==> src/rtl/taxi_eth_phy_rx_lock_mlane.sv <==
// rtl/taxi_eth_phy_rx_lock_mlane.sv - per-lane 64b/66b sync-header block lock with bitslip control
module taxi_eth_phy_rx_lock_mlane #(
  parameter int LANES               = 1,
  parameter int HDR_W               = 2,
  parameter int LOCK_CNT            = 64,
  parameter int WINDOW_CNT          = 64,
  parameter int UNLOCK_INVLD        = 16,
  parameter int BITSLIP_HIGH_CYCLES = 0,
  parameter int BITSLIP_LOW_CYCLES  = 7
) (
  input  logic                   clk,
  input  logic                   rst_n,
  input  logic [LANES*HDR_W-1:0] serdes_rx_hdr,
  input  logic [LANES-1:0]       serdes_rx_hdr_valid,
  output logic [LANES-1:0]       serdes_rx_bitslip,
  output logic [LANES-1:0]       rx_block_lock,
  output logic                   rx_block_lock_all,
  output logic [LANES-1:0]       rx_invld_hdr,
  input  logic                   cfg_rx_enable
);

  localparam int MAX_CNT  = (LOCK_CNT > WINDOW_CNT) ? LOCK_CNT : WINDOW_CNT;
  localparam int CNT_W    = $clog2(MAX_CNT) + 1;
  localparam int SLIP_MAX = (BITSLIP_HIGH_CYCLES > BITSLIP_LOW_CYCLES) ?
                            BITSLIP_HIGH_CYCLES : BITSLIP_LOW_CYCLES;
  localparam int SLIP_W   = $clog2(SLIP_MAX + 1) + 1;
  localparam int LOW_LAST_I = (BITSLIP_LOW_CYCLES > 0) ? BITSLIP_LOW_CYCLES - 1 : 0;

  localparam logic [CNT_W-1:0]  LOCK_LAST   = CNT_W'(LOCK_CNT - 1);
  localparam logic [CNT_W-1:0]  WINDOW_LAST = CNT_W'(WINDOW_CNT - 1);
  localparam logic [CNT_W-1:0]  UNLOCK_LAST = CNT_W'(UNLOCK_INVLD - 1);
  localparam logic [SLIP_W-1:0] HIGH_LAST   = SLIP_W'(BITSLIP_HIGH_CYCLES);
  localparam logic [SLIP_W-1:0] LOW_LAST    = SLIP_W'(LOW_LAST_I);

  typedef enum logic [1:0] {
    ST_HUNT      = 2'd0,
    ST_SLIP_HIGH = 2'd1,
    ST_SLIP_WAIT = 2'd2,
    ST_LOCKED    = 2'd3
  } state_t;

  // Only a 2-bit sync header is meaningful for 64b/66b.
  if (HDR_W != 2) begin : g_hdr_w_check
    $error("taxi_eth_phy_rx_lock_mlane: HDR_W must be 2");
  end

  for (genvar n = 0; n < LANES; n++) begin : g_lane
    state_t              state_q;
    logic [CNT_W-1:0]    sh_cnt_q;
    logic [CNT_W-1:0]    invld_cnt_q;
    logic [SLIP_W-1:0]   slip_cnt_q;
    logic                lock_q;
    logic                slip_q;
    logic                invld_q;
    logic [HDR_W-1:0]    hdr;
    logic                hdr_ok;
    logic                qual;

    assign hdr    = serdes_rx_hdr[n*HDR_W +: HDR_W];
    assign hdr_ok = (hdr == 2'b01) || (hdr == 2'b10);
    assign qual   = serdes_rx_hdr_valid[n];

    // Lane lock FSM: hunt for LOCK_CNT good headers, slip on a bad one, police error rate per window once locked.
    always_ff @(posedge clk) begin
      if (!rst_n || !cfg_rx_enable) begin
        state_q     <= ST_HUNT;
        sh_cnt_q    <= '0;
        invld_cnt_q <= '0;
        slip_cnt_q  <= '0;
        lock_q      <= 1'b0;
        slip_q      <= 1'b0;
        invld_q     <= 1'b0;
      end else begin
        invld_q <= 1'b0;
        case (state_q)
          ST_HUNT: begin
            if (qual) begin
              if (!hdr_ok) begin
                invld_q    <= 1'b1;
                slip_q     <= 1'b1;
                slip_cnt_q <= '0;
                sh_cnt_q   <= '0;
                state_q    <= ST_SLIP_HIGH;
              end else if (sh_cnt_q == LOCK_LAST) begin
                lock_q      <= 1'b1;
                sh_cnt_q    <= '0;
                invld_cnt_q <= '0;
                state_q     <= ST_LOCKED;
              end else begin
                sh_cnt_q <= sh_cnt_q + 1'b1;
              end
            end
          end
          ST_SLIP_HIGH: begin
            if (slip_cnt_q == HIGH_LAST) begin
              slip_q     <= 1'b0;
              slip_cnt_q <= '0;
              state_q    <= (BITSLIP_LOW_CYCLES == 0) ? ST_HUNT : ST_SLIP_WAIT;
            end else begin
              slip_cnt_q <= slip_cnt_q + 1'b1;
            end
          end
          ST_SLIP_WAIT: begin
            if (slip_cnt_q == LOW_LAST) begin
              slip_cnt_q <= '0;
              state_q    <= ST_HUNT;
            end else begin
              slip_cnt_q <= slip_cnt_q + 1'b1;
            end
          end
          ST_LOCKED: begin
            if (qual) begin
              if (!hdr_ok) invld_q <= 1'b1;
              if (!hdr_ok && invld_cnt_q == UNLOCK_LAST) begin
                // Unlock takes priority over a coincident window end.
                lock_q      <= 1'b0;
                slip_q      <= 1'b1;
                slip_cnt_q  <= '0;
                sh_cnt_q    <= '0;
                invld_cnt_q <= '0;
                state_q     <= ST_SLIP_HIGH;
              end else if (sh_cnt_q == WINDOW_LAST) begin
                sh_cnt_q    <= '0;
                invld_cnt_q <= '0;
              end else begin
                sh_cnt_q <= sh_cnt_q + 1'b1;
                if (!hdr_ok) invld_cnt_q <= invld_cnt_q + 1'b1;
              end
            end
          end
          default: state_q <= ST_HUNT;
        endcase
      end
    end

    assign serdes_rx_bitslip[n] = slip_q;
    assign rx_block_lock[n]     = lock_q;
    assign rx_invld_hdr[n]      = invld_q;
  end

  // Aggregate lock, one cycle behind the per-lane lock bits.
  always_ff @(posedge clk) begin
    if (!rst_n) begin
      rx_block_lock_all <= 1'b0;
    end else begin
      rx_block_lock_all <= &rx_block_lock;
    end
  end

endmodule

==> config.mk <==
export PLATFORM = sky130hd
export DESIGN_NAME = taxi_eth_phy_rx_lock_mlane
export DESIGN_NICKNAME = d
export VERILOG_FILES = /design/src/rtl/taxi_eth_phy_rx_lock_mlane.sv
export SDC_FILE = /design/constraint.sdc
export NUM_CORES = 1
export LEC_CHECK = 0
export ABC_AREA = 1
export CORE_MARGIN = 4
export CORE_UTILIZATION = 50
export DETAILED_ROUTE_END_ITERATION = 10
export PLACE_DENSITY = 0.76
export SYNTH_ARGS = -nofsm -noshare
export SYNTH_HDL_FRONTEND = slang
export SYNTH_SLANG_ARGS = --single-unit
export TNS_END_PERCENT = 10
==> constraint.sdc <==
create_clock -name clk -period 3.8 [get_ports clk]
set_clock_uncertainty 0.15 [all_clocks]
set_input_delay 0.57 -clock clk [delete_from_list [all_inputs] [get_ports clk]]
set_output_delay 0.57 -clock clk [all_outputs]
set_load 0.05 [all_outputs]
==> flow_metrics.tcl <==
set metrics [dict create \
    status "complete, no violations" \
    slew_violations 0 \
    p_int_mw 0.358 \
    path_class "reg -> out" \
    critPathTopFamily "buffers and inverters" \
    synth-seq-area-share 0.296 \
    syn_nets 259 \
    grtUsageMet2 0.248 \
    fp-row-count 20 \
    endpoint_kind "output pin" \
    required_ps 3080 \
    async_flop_share 0 \
    placed_cells 294 \
    final_nets 271 \
    insertion_delay_ps 320 \
    synth-edff-count 0 \
    postLayoutCoreUtil 0.580 \
    final_cell_mix "65 x nand2_1, 40 x nor2_1, 29 x inv_1, 24 x dfxtp_1, 18 x nand3_1" \
    grt_use_met3 0.0295 \
    drive_gt1_frac 0.138 \
    core_area_um2 3080 \
    start_kind "flip-flop" \
    grt_pass1_vias 1284 \
    drt-total-wl_mm 2.90 \
    numClockSinks 24 \
    ys_types 28 \
    grt_pass1_wl_mm 5.43 \
    crit_buf_inv 1 \
    diodes 0 \
    cp_slowest_cell "clkdlybuf4s50_1" \
    num_vias 1404 \
    ys_seq_elements 24 \
    post-place-ws_ps 1660 \
    cts_resized 0 \
    final-hold-violation-count 0 \
    cts-hold-fix-buffers 0 \
    grt.met1_usage 0.221 \
    powerDensity_nw_per_um2 286 \
    grt.total_usage 0.159 \
    clock_path_buffers 2 \
    slowest_delay_ps 810 \
    drc_errors 0 \
    clock-root-buffer "clkbuf_4" \
    hold_path.class "reg -> reg" \
    setup_slack_ps 1580 \
    sw_frac_of_total 0.301 \
    peakVddDrop_uv 172 \
    gp_congestion 0.816 \
    setup_violations 0 \
    io_pins 10 \
    rsz0062_at_grt "false" \
    cts_tree "yes" \
    yosys_warnings 0 \
    period_minus_slack_ps 2220 \
    areaGrowthSynthToFinish_pct 10.2 \
    ant_nets 0 \
    dr.first_iter.drc_count 86 \
    fmax_mhz 451 \
    wl_per_cell_um 9.72 \
    grt-busiest-layer "met2" \
    combPwrFrac 0.223 \
    vias_per_cell 4.71 \
    grt_antenna_before_repair 0 \
    seq_power_share 0.515 \
    grt_max_degree 17 \
    cts_made_buffers 3 \
    io_buffers 9 \
    period_share 0.583 \
    netlist_instances 243 \
    globalRouteOverflowTotal 0 \
    syn_avg_cell_area_um2 6.67 \
    final_common_cell "nand2_1" \
    post-dp-hpwl_mm 2.24 \
    worstPathMaxFanout 3 \
    synthFlopType "dfxtp_1" \
    hold_ws_ps 314 \
    tightestPinTransition_ps 507 \
    cp_cell_sequence "clkdlybuf4s50_1" \
    h-tree-depth 1 \
    slew-limit-headroom 0.661 \
    leakagePower_nw 0.850 \
    path_clk_slew_ps 120 \
    dieArea_um2 4220 \
    p_clk_frac 0.262 \
    fin_setup_tns_ps 0 \
    maxCapViolCount 0 \
    fp.dieW_um 65.0 \
    post_cts_buffers 0 \
    dieHeight_um 65.0 \
    syn_area_um2 1620 \
    final_cells 298 \
    arrival_ps 1500 \
    drtPass1Iterations 4 \
    p_sw_mw 0.154 \
    start_util 0.527 \
]
routing by layer:
layer  wire length (um)  share of wire  up-vias
met5                  0              0        -
met4                 38          0.013        0
met1               1490           0.51      601
met2               1280           0.44       25
li1                   -              -      774
met3                 89          0.031        4
power groups by stage:
stage	logic, mW	clock network (mW)	registers [mW]
global placement	0.113	0	0.269
global route	0.132	0.150	0.265
CTS	0.114	0.142	0.264
detailed placement	0.114	0	0.269
floorplan	0.0855	0	0.274
finish	0.114	0.134	0.264
registers in the layout, summed over array words and instances, names as in the netlist:
signal              count
g_lane.invld_cnt_q      7
g_lane.sh_cnt_q         7
g_lane.slip_cnt_q       4
g_lane.state_q          2
rx_block_lock           1
rx_block_lock_all       1
rx_invld_hdr            1
serdes_rx_bitslip       1
logic make-up after synthesis:
logic type,synth area share
compound gates,0.0486
xor+xnor,0.0270
fa+ha+maj,0.0772
buf+inv,0.0964
flops,0.296
simple gates,0.454
through the flow:
stage	power, mW	instance area [um^2]
2_1_floorplan	0.360	1620
3_3_place_gp	0.382	1750
3_5_place_dp	0.383	1750
4_1_cts	0.520	1790
5_1_grt	0.547	1790
6_report	0.512	1790
synthesized netlist by cell type (2+ instances only):
library cell | number | area [um^2]
o21ai_0 | 3 | 15.0
nand2_2 | 5 | 31.3
dfxtp_1 | 24 | 480
a21oi_1 | 6 | 30.0
nand3_4 | 2 | 35.0
ha_1 | 10 | 125
nand3_2 | 2 | 20.0
inv_2 | 7 | 26.3
o21ai_2 | 2 | 17.5
nand2_1 | 65 | 244
nand3_1 | 18 | 90.1
xor2_1 | 3 | 26.3
nor2_1 | 40 | 150
inv_1 | 29 | 109
nand4_1 | 5 | 31.3
nand2_4 | 4 | 45.0
o21ai_1 | 2 | 10.0
nor2_4 | 3 | 33.8
xnor2_1 | 2 | 17.5
nor2_2 | 3 | 18.8
path summary, 6_finish.rpt:
check                                                  startpoint                                     to  slack (ps)  depth (start not counted)
worst min register to register         rx_block_lock$_SDFFE_PP0P_           rx_block_lock_all$_SDFF_PN0_         310                          2
worst min-delay path                   rx_block_lock$_SDFFE_PP0P_           rx_block_lock_all$_SDFF_PN0_         310                          2
worst max-delay path                   rx_block_lock$_SDFFE_PP0P_                          rx_block_lock        1580                          1
worst max register to register  g_lane[0].state_q[0]$_SDFFE_PP0P_  g_lane[0].invld_cnt_q[3]$_SDFFE_PP0P_        1960                         10
final cells by class:
class,count,area (um^2)
repair buffers,9,90.1
multi-input cells,180,985
fillers,316,1290
flip-flops and latches,24,480
clock buffers,4,36.3
inverters,37,140
well taps,44,55.1
Note: power is estimated with default switching activity, not from simulation.
